===== src/rtl/shift_pkg.sv =====
// Shared definitions for the pipelined barrel shifter: shift-mode encoding.
package shift_pkg;

    typedef logic [1:0] shift_mode_t;

    localparam shift_mode_t MODE_SLL = 2'b00;
    localparam shift_mode_t MODE_SRL = 2'b01;
    localparam shift_mode_t MODE_SRA = 2'b10;
    localparam shift_mode_t MODE_ROR = 2'b11;

endpackage


===== src/rtl/shift_stage.sv =====
// One barrel-shifter stage: conditional shift by 2^K followed by its pipeline register.
module shift_stage
    import shift_pkg::*;
#(
    parameter int WIDTH   = 32,
    parameter int SHAMT_W = $clog2(WIDTH),
    parameter int TAG_W   = 5,
    parameter int K       = 0
) (
    input  logic               clock,
    input  logic               reset,
    input  logic               flush,
    input  logic               advance,
    input  logic               src_valid,
    input  logic [WIDTH-1:0]   src_data,
    input  logic [SHAMT_W-1:0] src_shamt,
    input  shift_mode_t        src_mode,
    input  logic               src_sign,
    input  logic [TAG_W-1:0]   src_tag,
    output logic               valid,
    output logic [WIDTH-1:0]   data,
    output logic [SHAMT_W-1:0] shamt,
    output shift_mode_t        mode,
    output logic               sign,
    output logic [TAG_W-1:0]   tag
);

    localparam int SH = 2 ** K;

    function automatic logic [WIDTH-1:0] shift_step(
        input logic [WIDTH-1:0] d,
        input shift_mode_t      m,
        input logic             s
    );
        logic [WIDTH-1:0] fill;
        // SRA uses the sign captured at entry, since earlier stages may not have shifted yet.
        fill = s ? ~({WIDTH{1'b1}} >> SH) : '0;
        case (m)
            MODE_SLL: shift_step = d << SH;
            MODE_SRL: shift_step = d >> SH;
            MODE_SRA: shift_step = (d >> SH) | fill;
            default:  shift_step = (d >> SH) | (d << (WIDTH - SH));
        endcase
    endfunction

    logic [WIDTH-1:0] data_next;

    assign data_next = src_shamt[K] ? shift_step(src_data, src_mode, src_sign) : src_data;

    always_ff @(posedge clock or negedge reset) begin
        if (!reset) begin
            valid <= 1'b0;
            data  <= '0;
            shamt <= '0;
            mode  <= MODE_SLL;
            sign  <= 1'b0;
            tag   <= '0;
        end else if (flush) begin
            valid <= 1'b0;
        end else if (advance) begin
            valid <= src_valid;
            data  <= data_next;
            shamt <= src_shamt;
            mode  <= src_mode;
            sign  <= src_sign;
            tag   <= src_tag;
        end
    end

endmodule


===== src/rtl/pipelined_shifter.sv =====
// Pipelined barrel shifter (SLL/SRL/SRA/ROR), one log2 stage per register, global-stall handshake.
module pipelined_shifter
    import shift_pkg::*;
#(
    parameter int WIDTH   = 32,
    parameter int SHAMT_W = $clog2(WIDTH),
    parameter int TAG_W   = 5
) (
    input  logic               clock,
    input  logic               reset,
    input  logic               flush,
    input  logic               in_valid,
    output logic               in_ready,
    input  logic [WIDTH-1:0]   in_data,
    input  logic [SHAMT_W-1:0] in_shamt,
    input  shift_mode_t        in_mode,
    input  logic [TAG_W-1:0]   in_tag,
    output logic               out_valid,
    input  logic               out_ready,
    output logic [WIDTH-1:0]   out_data,
    output logic [TAG_W-1:0]   out_tag,
    output logic [SHAMT_W:0]   inflight
);

    localparam int STAGES = SHAMT_W;

    logic               stage_valid [0:STAGES];
    logic [WIDTH-1:0]   stage_data  [0:STAGES];
    logic [SHAMT_W-1:0] stage_shamt [0:STAGES];
    shift_mode_t        stage_mode  [0:STAGES];
    logic               stage_sign  [0:STAGES];
    logic [TAG_W-1:0]   stage_tag   [0:STAGES];

    logic advance;
    logic accept;
    logic retire;
    logic [SHAMT_W:0] count;
    logic unused_tail;

    // Whole pipe moves together; only a held result at the output can stall it.
    assign advance  = ~out_valid | out_ready;
    assign in_ready = advance;
    assign accept   = in_valid & in_ready & ~flush;
    assign retire   = out_valid & out_ready & ~flush;

    assign stage_valid[0] = in_valid & in_ready;
    assign stage_data[0]  = in_data;
    assign stage_shamt[0] = in_shamt;
    assign stage_mode[0]  = in_mode;
    assign stage_sign[0]  = in_data[WIDTH-1];
    assign stage_tag[0]   = in_tag;

    for (genvar k = 0; k < STAGES; k++) begin : g_stage
        shift_stage #(
            .WIDTH  (WIDTH),
            .SHAMT_W(SHAMT_W),
            .TAG_W  (TAG_W),
            .K      (k)
        ) u_stage (
            .clock    (clock),
            .reset    (reset),
            .flush    (flush),
            .advance  (advance),
            .src_valid(stage_valid[k]),
            .src_data (stage_data[k]),
            .src_shamt(stage_shamt[k]),
            .src_mode (stage_mode[k]),
            .src_sign (stage_sign[k]),
            .src_tag  (stage_tag[k]),
            .valid    (stage_valid[k+1]),
            .data     (stage_data[k+1]),
            .shamt    (stage_shamt[k+1]),
            .mode     (stage_mode[k+1]),
            .sign     (stage_sign[k+1]),
            .tag      (stage_tag[k+1])
        );
    end

    assign out_valid = stage_valid[STAGES];
    assign out_data  = stage_data[STAGES];
    assign out_tag   = stage_tag[STAGES];
    assign inflight  = count;

    assign unused_tail = ^{stage_shamt[STAGES], stage_mode[STAGES], stage_sign[STAGES]};

    always_ff @(posedge clock or negedge reset) begin
        if (!reset) begin
            count <= '0;
        end else if (flush) begin
            count <= '0;
        end else begin
            case ({accept, retire})
                2'b10:   count <= count + 1'b1;
                2'b01:   count <= count - 1'b1;
                default: count <= count;
            endcase
        end
    end

endmodule


===== config.mk =====
export PLATFORM = sky130hd
export DESIGN_NAME = pipelined_shifter
export DESIGN_NICKNAME = d
export VERILOG_FILES = /design/src/rtl/shift_pkg.sv /design/src/rtl/shift_stage.sv /design/src/rtl/pipelined_shifter.sv
export SDC_FILE = /design/constraint.sdc
export NUM_CORES = 1
export LEC_CHECK = 0
export CORE_ASPECT_RATIO = 1.75
export CORE_UTILIZATION = 40
export CTS_CLUSTER_DIAMETER = 60
export DETAILED_ROUTE_END_ITERATION = 10
export GPL_ROUTABILITY_DRIVEN = 0
export PLACE_DENSITY = 0.7
export SLEW_MARGIN = 20
export SYNTH_ARGS = -nofsm -noshare
export SYNTH_HDL_FRONTEND = slang
export SYNTH_SLANG_ARGS = --single-unit

===== constraint.sdc =====
create_clock -name clock -period 3.9 [get_ports clock]
set_input_delay 0.585 -clock clock [delete_from_list [all_inputs] [get_ports clock]]
set_output_delay 0.585 -clock clock [all_outputs]
set_load 0.01 [all_outputs]

==> results of run 1 <==
Yosys cell counts, types with 2 or more instances:
cell,instances,area share
and3_1,14,0.0077
dfrtp_1,218,0.48
a21o_1,100,0.066
o211ai_1,2,0.0013
and3b_1,2,0.0015
mux2_2,3,0.0030
a31oi_1,14,0.0077
a211oi_1,3,0.0020
a221oi_1,19,0.015
nor2b_1,16,0.0088
xnor2_1,3,0.0023
a311oi_1,72,0.056
nand3_1,4,0.0018
and2_1,23,0.013
mux2i_1,4,0.0035
nand2_1,365,0.12
o22ai_1,15,0.0083
buf_6,13,0.013
and2_0,4,0.0022
nor3_1,3,0.0013
nor2_1,146,0.048
nor2_2,2,0.0011
a21oi_1,6,0.0026
buf_2,25,0.011
o21a_1,2,0.0013
buf_1,2,0.00066
a311oi_2,26,0.034
o21ai_0,106,0.047
or2_2,3,0.0017
clkbuf_1,70,0.023
nand3b_1,2,0.0013
inv_1,4,0.0013
ha_1,4,0.0044
cell type report:
class                           instances  area, sq um
Clock buffer                           27          598
Clock inverter                         10          111
Fill cell                            2714        14700
Inverter                                5         18.8
Multi-Input combinational cell        970         5340
Sequential cell                       218         5460
Tap cell                              373          467
Timing Repair Buffer                  120         1180
worst paths after layout:
| check | endpoint | slack, ps |
|---|---|---|
| max reg2reg | g_stage[2].u_stage.data[17] | 1450 |
| min | g_stage[0].u_stage.data[20] | 180 |
| max in group asynchronous | g_stage[2].u_stage.shamt[4] | 2760 |
| max | in_ready | 1080 |
| min reg2reg | g_stage[4].u_stage.tag[0] | 470 |
| min in group clock | g_stage[4].u_stage.tag[0] | 470 |
sequential cells by signal, indices dropped and copies added, names as in the netlist:
register / count
g_stage.u_stage.data: 160
g_stage.u_stage.tag: 25
g_stage.u_stage.shamt: 10
g_stage.u_stage.mode: 8
inflight: 6
g_stage.u_stage.valid: 5
g_stage.u_stage.sign: 4
stage by stage:
stage          area (sq um)  total power (uW)   util
5_1_grt               13200              6910  0.473
3_5_place_dp          12500              4510  0.447
6_report              13200              6530  0.473
4_1_cts               13200              6600  0.472
3_3_place_gp          12500              4460  0.447
2_1_floorplan         11300              3910      -
metal layers:
layer  vias up  wire length [microns]  GRT usage
met1      4562                  10600      0.214
met2       194                  14100      0.350
met5         -                      0          0
li1       4608                      -          -
met4         0                    960     0.0759
met3        54                    816     0.0183
where the power goes:
group | switching [uW] | internal (uW) | leakage [uW]
clock | 859 | 1220 | 0.000344
combinational | 736 | 667 | 0.00305
sequential | 406 | 2650 | 0.00270
total | 2000 | 4530 | 0.00609
logic make-up after synthesis:
logic type               share of synthesized area
XOR/XNOR                                   0.00232
flip-flops                                   0.481
adder cells (fa/ha/maj)                    0.00618
multiplexers                               0.00651
buffers and inverters                       0.0494
AO/OA/AOI/OAI                                0.243
AND/OR/NAND/NOR                              0.211
worst max-delay path: cells and delay by family:
kind          cells  cell delay [ps]
buf+inv           3             1040
simple gates      1              600
==> metrics.md, run 1 <==
| Metric | Value |
|---|---|
| Maximum VDD drop | 0.282 mV |
| Ant diodes | 0 |
| Post-synthesis sequential area ratio | 0.481 |
| Unrepaired setup endpoints after global routing | no |
| TritonCTS clock tree | yes |
| Worst setup margin | 1080 ps |
| Crit Path Max Fanout | 8 |
| Syn Nets | 1,357 |
| CP endpoint kind | output pin |
| Via/cell ratio | 5.47 |
| Worst-path cell chain | clkdlybuf4s50_1 -> nor2b_1 -> inv_1 -> clkdlybuf4s50_1 |
| Nets | 1,390 |
| Clk_skew | 5.11 ps |
| Final setup TNS | 0 ps |
| Post-synth ARST share | 1.00 |
| Synth warn | 0 |
| Post-placement cell count | 1,686 |
| DR iter-0 viols | 442 |
| Grt ovf | 0 |
| # IOs | 94 |
| # setup viols final | 0 |
| DR vias | 9,418 |
| Max Freq | 355 MHz |
| Setup bufs post-CTS | 0 |
| Worst Setup Start Kind | input pin |
| Slowest library cell on the worst path | nor2b_1 |
| Rows | 81 |
| Chip width | 129 microns |
| Post-synthesis register bit count | 218 |
| Max-cap viol count | 0 |
| HP Class | input pin to asynchronous set/reset pin |
| Worst path most repeated cell | clkdlybuf4s50_1 |
| Clk buf depth | 3 |
| Initial antenna violation count | 0 |
| Die area | 0.0290 sq mm |
| Largest net degree at the start of global routing | 103 |
| Hpwl dp | 18,900 microns |
| Commonest cells after routing, fill and taps aside | 365 x nand2_1, 216 x dfrtp_1, 145 x nor2_1 |
| First-pass GRT wire length | 44,500 microns |
| Hold Vio Cnt, Final | 0 |
| Clk_lat worst skew | 490 ps |
| Most common cell after layout, fill and taps aside | nand2_1 |
| Max-slew violations | 0 |
| Remaining DRCs | 0 |
| TritonRoute pass-1 iters | 5 |
| Cell variety after synth | 41 |
| Starting Density | 0.407 |
| Core area | 0.0279 sq mm |
| Post-CTS sizing | 0 |
| Fin cells | 1,723 |
| Number of synthesized flops with an enable pin | 0 |
| Cell Area, Synth | 0.0113 sq mm |
| Fin crit period | 2820 ps |
| WP data arrival | 2230 ps |
| Clock sinks | 218 |
| Drt total wl | 26,500 microns |
| Reg2Reg Launch Point | g_stage[4].u_stage.valid |
| Leakage power | 0.00609 uW |
| Routed WL per cell | 15.4 microns |
| Worst slack, placed | 829 ps |
| Worst r2r path cells | 6 |
| Hold-fix buffers, CTS | 0 |
| Port-buffer cells | 93 |
| Detail Route Antenna Nets | 0 |
| Status | finished, final reports clean |
| GRT Total Usage | 0.187 |
| Top_reg_cell synth | dfrtp_1 |
| Die extent in y | 225 microns |
| Slew margin rel. | 0.268 |
| Number of buffers created by CTS | 21 |
| Slowest stage delay, CP | 600 ps |
| Req. time, crit path | 3310 ps |
| Critical path class | input pin to output pin |
| Period utilization | 0.722 |
| H-tree Lvls | 1 |
| CTS clk-pin slew, worst paths | 60 ps |
| Worst hold margin | 175 ps |
| Actual slew at the worst max-slew pin | 1100 ps |
| Area Overhead vs Synth | 16.2% |
| Post-synthesis cell count | 1,303 |
| Crit path from | out_ready |
| Post-Syn Area per Cell | 8.70 sq um |
| Vias in the first global route | 8,958 |
| Layout cells sized above 1 | 0.0770 |
| CTS root buffer | clkbuf_16 |
| Cell Pwr Density | 496 mW/mm^2 |
(Power assumes the default switching activity.)
==> run 2, diff against run 1 <==
- PLACE_DENSITY: 0.7 -> 0.72
- clock period: 3.9 -> 2.4 ns (I/O delays scaled with it)
==> metrics.md, run 2 (synthesis results as in run 1) <==
| Metric | Value |
|---|---|
| Fin cells | 1,735 (+0.70%) |
| Unrepaired setup endpoints after global routing | no |
| WP data arrival | 1820 ps (-410 ps) |
| Hpwl dp | 18,600 microns (-1.6%) |
| Starting Density | 0.407 (unchanged) |
| TritonRoute pass-1 iters | 7 (+2) |
| Rows | 81 (unchanged) |
| Hold Vio Cnt, Final | 0 (unchanged) |
| Power consumption | 10,400 uW (+60%) |
| Switching pwr | 3200 uW (+60%) |
| Req. time, crit path | 2040 ps (-1270 ps) |
| CTS root buffer | clkbuf_16 |
| Maximum VDD drop | 0.429 mV (+52%) |
| Max reg flops | 160 (unchanged) |
| Initial antenna violation count | 0 (unchanged) |
| Layout cells sized above 1 | 0.0822 (+0.00519) |
| Routed WL per cell | 14.9 microns (-3.1%) |
| Worst Setup Start Kind | flop |
| HP Class | input pin to flop |
| Via/cell ratio | 5.41 (-0.98%) |
| Final setup TNS | 0 ps (unchanged) |
| Clk pwr share | 0.303 (-0.015) |
| Leakage power | 0.00616 uW (+1.2%) |
| # IOs | 94 (unchanged) |
| Area Overhead vs Synth | 17.3% |
| Nets | 1,404 (+1.0%) |
| GRT Total Usage | 0.186 (-0.00115) |
| Slew margin rel. | 0.500 (+0.231) |
| Reg with most FFs | g_stage.u_stage.data |
| Clk_lat worst skew | 520 ps (+30 ps) |
| Largest regs | g_stage.u_stage.data: 160 flops, g_stage.u_stage.tag: 25 flops, g_stage.u_stage.shamt: 10 flops |
| Drt total wl | 25,900 microns (-2.4%) |
| H-tree Lvls | 1 (unchanged) |
| Chip width | 129 microns (unchanged) |
| Period utilization | 0.909 |
| Final instance area | 0.0133 sq mm (+0.97%) |
| Most common cell after layout, fill and taps aside | nand2_1 |
| P_int | 7240 uW (+60%) |
| Number of buffers created by CTS | 21 (unchanged) |
| Status | finished, final reports clean |
| Cell Pwr Density | 785 mW/mm^2 (+58%) |
| Crit path from | g_stage[4].u_stage.valid |
| Crit Path Max Fanout | 7 (-1) |
| Hold Crit Start | in_tag[4] |
| Sw Share | 0.307 (+0.000365) |
| Port-buffer cells | 93 (unchanged) |
| Remaining DRCs | 0 (unchanged) |
| Sequential power share | 0.467 (about the same) |
| DR iter-0 viols | 521 (+18%) |
| Placement Cell Area | 0.0126 sq mm (+1.5%) |
| # setup viols final | 0 (unchanged) |
| Clk_skew | 20.1 ps (+15.0 ps) |
| Reg2Reg Launch Point | g_stage[4].u_stage.valid |
| Die area | 0.0290 sq mm (unchanged) |
| CTS clk-pin slew, worst paths | 60 ps (about the same) |
| Fin crit period | 2180 ps |
| Max-cap viol count | 0 (unchanged) |
| Die extent in y | 225 microns (unchanged) |
| Post-CTS sizing | 0 (unchanged) |
| First-pass GRT wire length | 44,000 microns (-1.1%) |
| Filler cell count | 2,663 (-1.9%) |
| Max-slew violations | 0 (unchanged) |
| Vias in the first global route | 8,873 (-0.95%) |
| Core area | 0.0279 sq mm (unchanged) |
| CP endpoint kind | output pin |
| DR vias | 9,391 (-0.29%) |
| Clk buf depth | 3 (unchanged) |
| Max Freq | 458 MHz |
| Grt ovf | 0 (unchanged) |
| Commonest cells after routing, fill and taps aside | 365 x nand2_1, 216 x dfrtp_1, 144 x nor2_1 |
| Clock sinks | 218 (unchanged) |
| Actual slew at the worst max-slew pin | 750 ps (-347 ps) |
| Critical path class | flop to output pin |
| Detail Route Antenna Nets | 0 (unchanged) |
| Comb power frac | 0.230 (+0.015) |
| Largest net degree at the start of global routing | 92 (-11%) |
| TritonCTS clock tree | yes |
| Ant diodes | 0 (unchanged) |
| Post-placement cell count | 1,699 (+0.77%) |
run 2: per-stage QoR:
step | util | setup slack (ps) | hold slack, ps
detailed placement | 0.454 | 51.8 | 394
global route | 0.477 | 94.7 | 365
CTS | 0.477 | 181 | 350
global placement | 0.454 | 86.3 | 392
floorplan | - | 281 | 64.4
finish | 0.477 | 219 | 370
run 2: worst paths after layout:
path | to | slack, ps | cells after the start
max | in_ready | 220 | 4
min | g_stage[0].u_stage.tag[4] | 370 | 3
max reg2reg | inflight[4] | 500 | 7
min reg2reg | g_stage[2].u_stage.tag[3] | 470 | 2
max in group asynchronous | g_stage[1].u_stage.data[20] | 1210 | 3
min in group asynchronous | g_stage[4].u_stage.data[17] | 380 | 2
run 2: what timing repair did:
| action | in CTS | in global routing |
|---|---|---|
| endpoints found under the hold margin | 61 | 0 |
| setup buffers | 0 | 0 |
| hold buffers | 1 | 0 |
run 2: critical path, stage by stage (launching register included):
cell and delay, ps:
dfrtp_1 410, nor2b_1 150, buf_4 170, inv_1 50
clkdlybuf4s50_1 520
run 2: power groups by stage:
| stage | Combinational, uW | Clock, uW | Sequential (uW) |
|---|---|---|---|
| after detailed placement | 2420 | 0 | 4960 |
| after global routing | 2690 | 3390 | 4990 |
| after floorplan | 1530 | 0 | 4820 |
| final | 2400 | 3170 | 4880 |
| after CTS | 2430 | 3260 | 4890 |
| after global placement | 2360 | 0 | 4920 |
run 2: final cells by class:
type	instances	area, sq um	area share
clock inverter	7	67.6	0.00508
multi-input combinational	970	5330	0.401
inverter	5	18.8	0.00141
sequential	218	5460	0.410
tap	373	467	0.0351
clock buffer	28	582	0.0437
timing repair buffer	134	1380	0.104
run 2: layer usage:
metal	part of all wire	GRT usage
met1	0.40	0.211
met3	0.027	0.0155
met4	0.044	0.0968
met2	0.53	0.341
met5	0	0
==> run 3, diff against run 2 <==
- MAX_ROUTING_LAYER: not set -> met4
- clock period: 2.4 -> 1.9 ns (I/O delays scaled with it)
==> metrics.md, run 3 (synthesis results as in run 1) <==
| Metric | Value |
|---|---|
| Clk pwr share | 0.314 (+0.011) |
| # IOs | 94 (unchanged) |
| Rows | 81 (unchanged) |
| Filler cell count | 2,611 (-2.0%) |
| Max reg flops | 160 (unchanged) |
| Hold Vio Cnt, Final | 0 (unchanged) |
| Clk_skew | 16.7 ps (-3.42 ps) |
| Detail Route Antenna Nets | 0 (unchanged) |
| Reg with most FFs | g_stage.u_stage.data |
| CP delay by family, top | compound AO/OA/AOI/OAI gates |
| Buffers plus inverters on the worst setup path | 1 (-2) |
| Clk_lat worst skew | 500 ps (-20 ps) |
| Most common cell after layout, fill and taps aside | nand2_1 |
| Fin cells | 1,780 (+2.6%) |
| Period utilization | 0.954 |
| Ant diodes | 0 (unchanged) |
| Slew margin rel. | 0.519 (+0.0194) |
| DR vias | 9,695 (+3.2%) |
| Req. time, crit path | 2330 ps (+290 ps) |
| Core area | 0.0279 sq mm (unchanged) |
| Comb power frac | 0.235 (+0.005) |
| Status | finished, final reports clean |
| Clock sinks | 218 (unchanged) |
| Largest regs | g_stage.u_stage.data: 160 flops, g_stage.u_stage.tag: 25 flops, g_stage.u_stage.shamt: 10 flops |
| HP Class | input pin to asynchronous set/reset pin |
| P_int | 9560 uW (+32%) |
| Sw Share | 0.303 (-0.00318) |
| Sequential power share | 0.451 (-0.016) |
| TritonRoute pass-1 iters | 5 (-2) |
| Worst Setup Start Kind | flop |
| Hpwl dp | 20,300 microns (+9.2%) |
| # setup viols final | 0 (unchanged) |
| Via/cell ratio | 5.45 (+0.63%) |
| CTS root buffer | clkbuf_16 |
| Switching pwr | 4160 uW (+30%) |
| Remaining DRCs | 0 (unchanged) |
| Maximum VDD drop | 0.597 mV (+39%) |
| Die extent in y | 225 microns (unchanged) |
| Die area | 0.0290 sq mm (unchanged) |
| Layout cells sized above 1 | 0.114 (+0.0315) |
| Max Freq | 552 MHz |
| Fin crit period | 1810 ps |
| Post-placement cell count | 1,741 (+2.5%) |
| WP data arrival | 2240 ps (+420 ps) |
| Initial antenna violation count | 0 (unchanged) |
| Leakage power | 0.00644 uW (+4.4%) |
| Area Overhead vs Synth | 22.0% |
| Commonest cells after routing, fill and taps aside | 365 x nand2_1, 215 x dfrtp_1, 143 x nor2_1 |
| Actual slew at the worst max-slew pin | 721 ps (-29.0 ps) |
| Max-slew violations | 0 (unchanged) |
| Nets | 1,447 (+3.1%) |
| Final setup TNS | 0 ps (unchanged) |
| Grt ovf | 0 (unchanged) |
| Max-cap viol count | 0 (unchanged) |
| H-tree Lvls | 1 (unchanged) |
| Routed WL per cell | 15.3 microns (+2.7%) |
| First-pass GRT wire length | 46,200 microns (+5.1%) |
| Worst hold margin | 316 ps (-54.0 ps) |
| CP endpoint kind | flop |
| Placement Cell Area | 0.0131 sq mm (+3.6%) |
| Worst setup margin | 87.6 ps (-131 ps) |
| Final instance area | 0.0138 sq mm (+4.0%) |
| Cell Pwr Density | 992 mW/mm^2 (+26%) |
| Largest net degree at the start of global routing | 66 (-28%) |
| Port-buffer cells | 93 (unchanged) |
| Worst-path cell chain | or2_2 -> nand2_1 -> a311oi_1 -> buf_4 -> a21o_1 |
| Number of buffers created by CTS | 21 (unchanged) |
| DR iter-0 viols | 388 (-26%) |
| Crit Path Max Fanout | 15 (+8) |
| Chip width | 129 microns (unchanged) |
| Slowest library cell on the worst path | dfrtp_1 |
| Worst slack, placed | -303 ps (-355 ps) |
| Critical path class | flop to flop |
| GRT Total Usage | 0.201 (+0.0144) |
| Vias in the first global route | 9,496 (+7.0%) |
| Clk buf depth | 3 (unchanged) |
| Drt total wl | 27,300 microns (+5.4%) |
| Starting Density | 0.407 (unchanged) |
| Slowest stage delay, CP | 500 ps (-20 ps) |
| TritonCTS clock tree | yes |
| Unrepaired setup endpoints after global routing | no |
| CTS clk-pin slew, worst paths | 60 ps (about the same) |
[run 3: changes by cell type in the layout (fill, tap and decap cells not counted), sizes merged]
cell | previous run | this run
bufinv | 1 | 3
clkdlybuf4s50 | 91 | 90
inv | 6 | 4
clkinvlp | 0 | 2
dlygate4sd2 | 0 | 1
buf | 41 | 84
[run 3: power groups by stage]
| stage | clock, uW | combinational (uW) | sequential (uW) |
|---|---|---|---|
| after floorplan | 0 | 1930 | 6090 |
| after global placement | 0 | 3150 | 6230 |
| after detailed placement | 0 | 3230 | 6280 |
| after CTS | 4400 | 3250 | 6190 |
| after global routing | 4590 | 3590 | 6300 |
| final | 4310 | 3220 | 6200 |
[run 3: through the flow]
step | utilization | total power [uW]
final | 0.496 | 13700
after CTS | 0.496 | 13800
after detailed placement | 0.470 | 9510
after global placement | 0.470 | 9380
after floorplan | - | 8020
after global routing | 0.496 | 14500
[run 3: final timing paths]
check,slack [ps],startpoint,end,cells past startpoint
max in group asynchronous,1000,reset,g_stage[2].u_stage.data[24],3
min in group clock,320,in_tag[4],g_stage[0].u_stage.tag[4],3
hold / removal,320,reset,g_stage[4].u_stage.data[17],2
setup reg to reg,90,g_stage[2].u_stage.mode[0],g_stage[3].u_stage.data[16],5
setup / recovery,90,g_stage[2].u_stage.mode[0],g_stage[3].u_stage.data[16],5
hold reg to reg,470,g_stage[1].u_stage.tag[4],g_stage[2].u_stage.tag[4],2
[run 3: final cells by class]
cell class / instances / area, sq um / area share
clock buffer: 28 / 582 / 0.0421
clock inverter: 9 / 125 / 0.00904
inverter: 5 / 18.8 / 0.00136
multi-input combinational: 970 / 5350 / 0.386
sequential: 218 / 5460 / 0.395
tap: 373 / 467 / 0.0337
timing repair buffer: 177 / 1840 / 0.133
[run 3: routing by layer]
layer	GRT usage	part of all wire
met5	-	0
met4	0.0979	0.047
met3	0.0178	0.031
met2	0.366	0.54
met1	0.214	0.38
[run 3: what timing repair did]
action / in CTS / in global routing
gates resized for setup: 2 / 3
hold endpoints to repair: 46 / 0
buffers inserted: 0 / 1
hold buffers: 1 / 0
endpoints found under the setup margin: 2 / 5
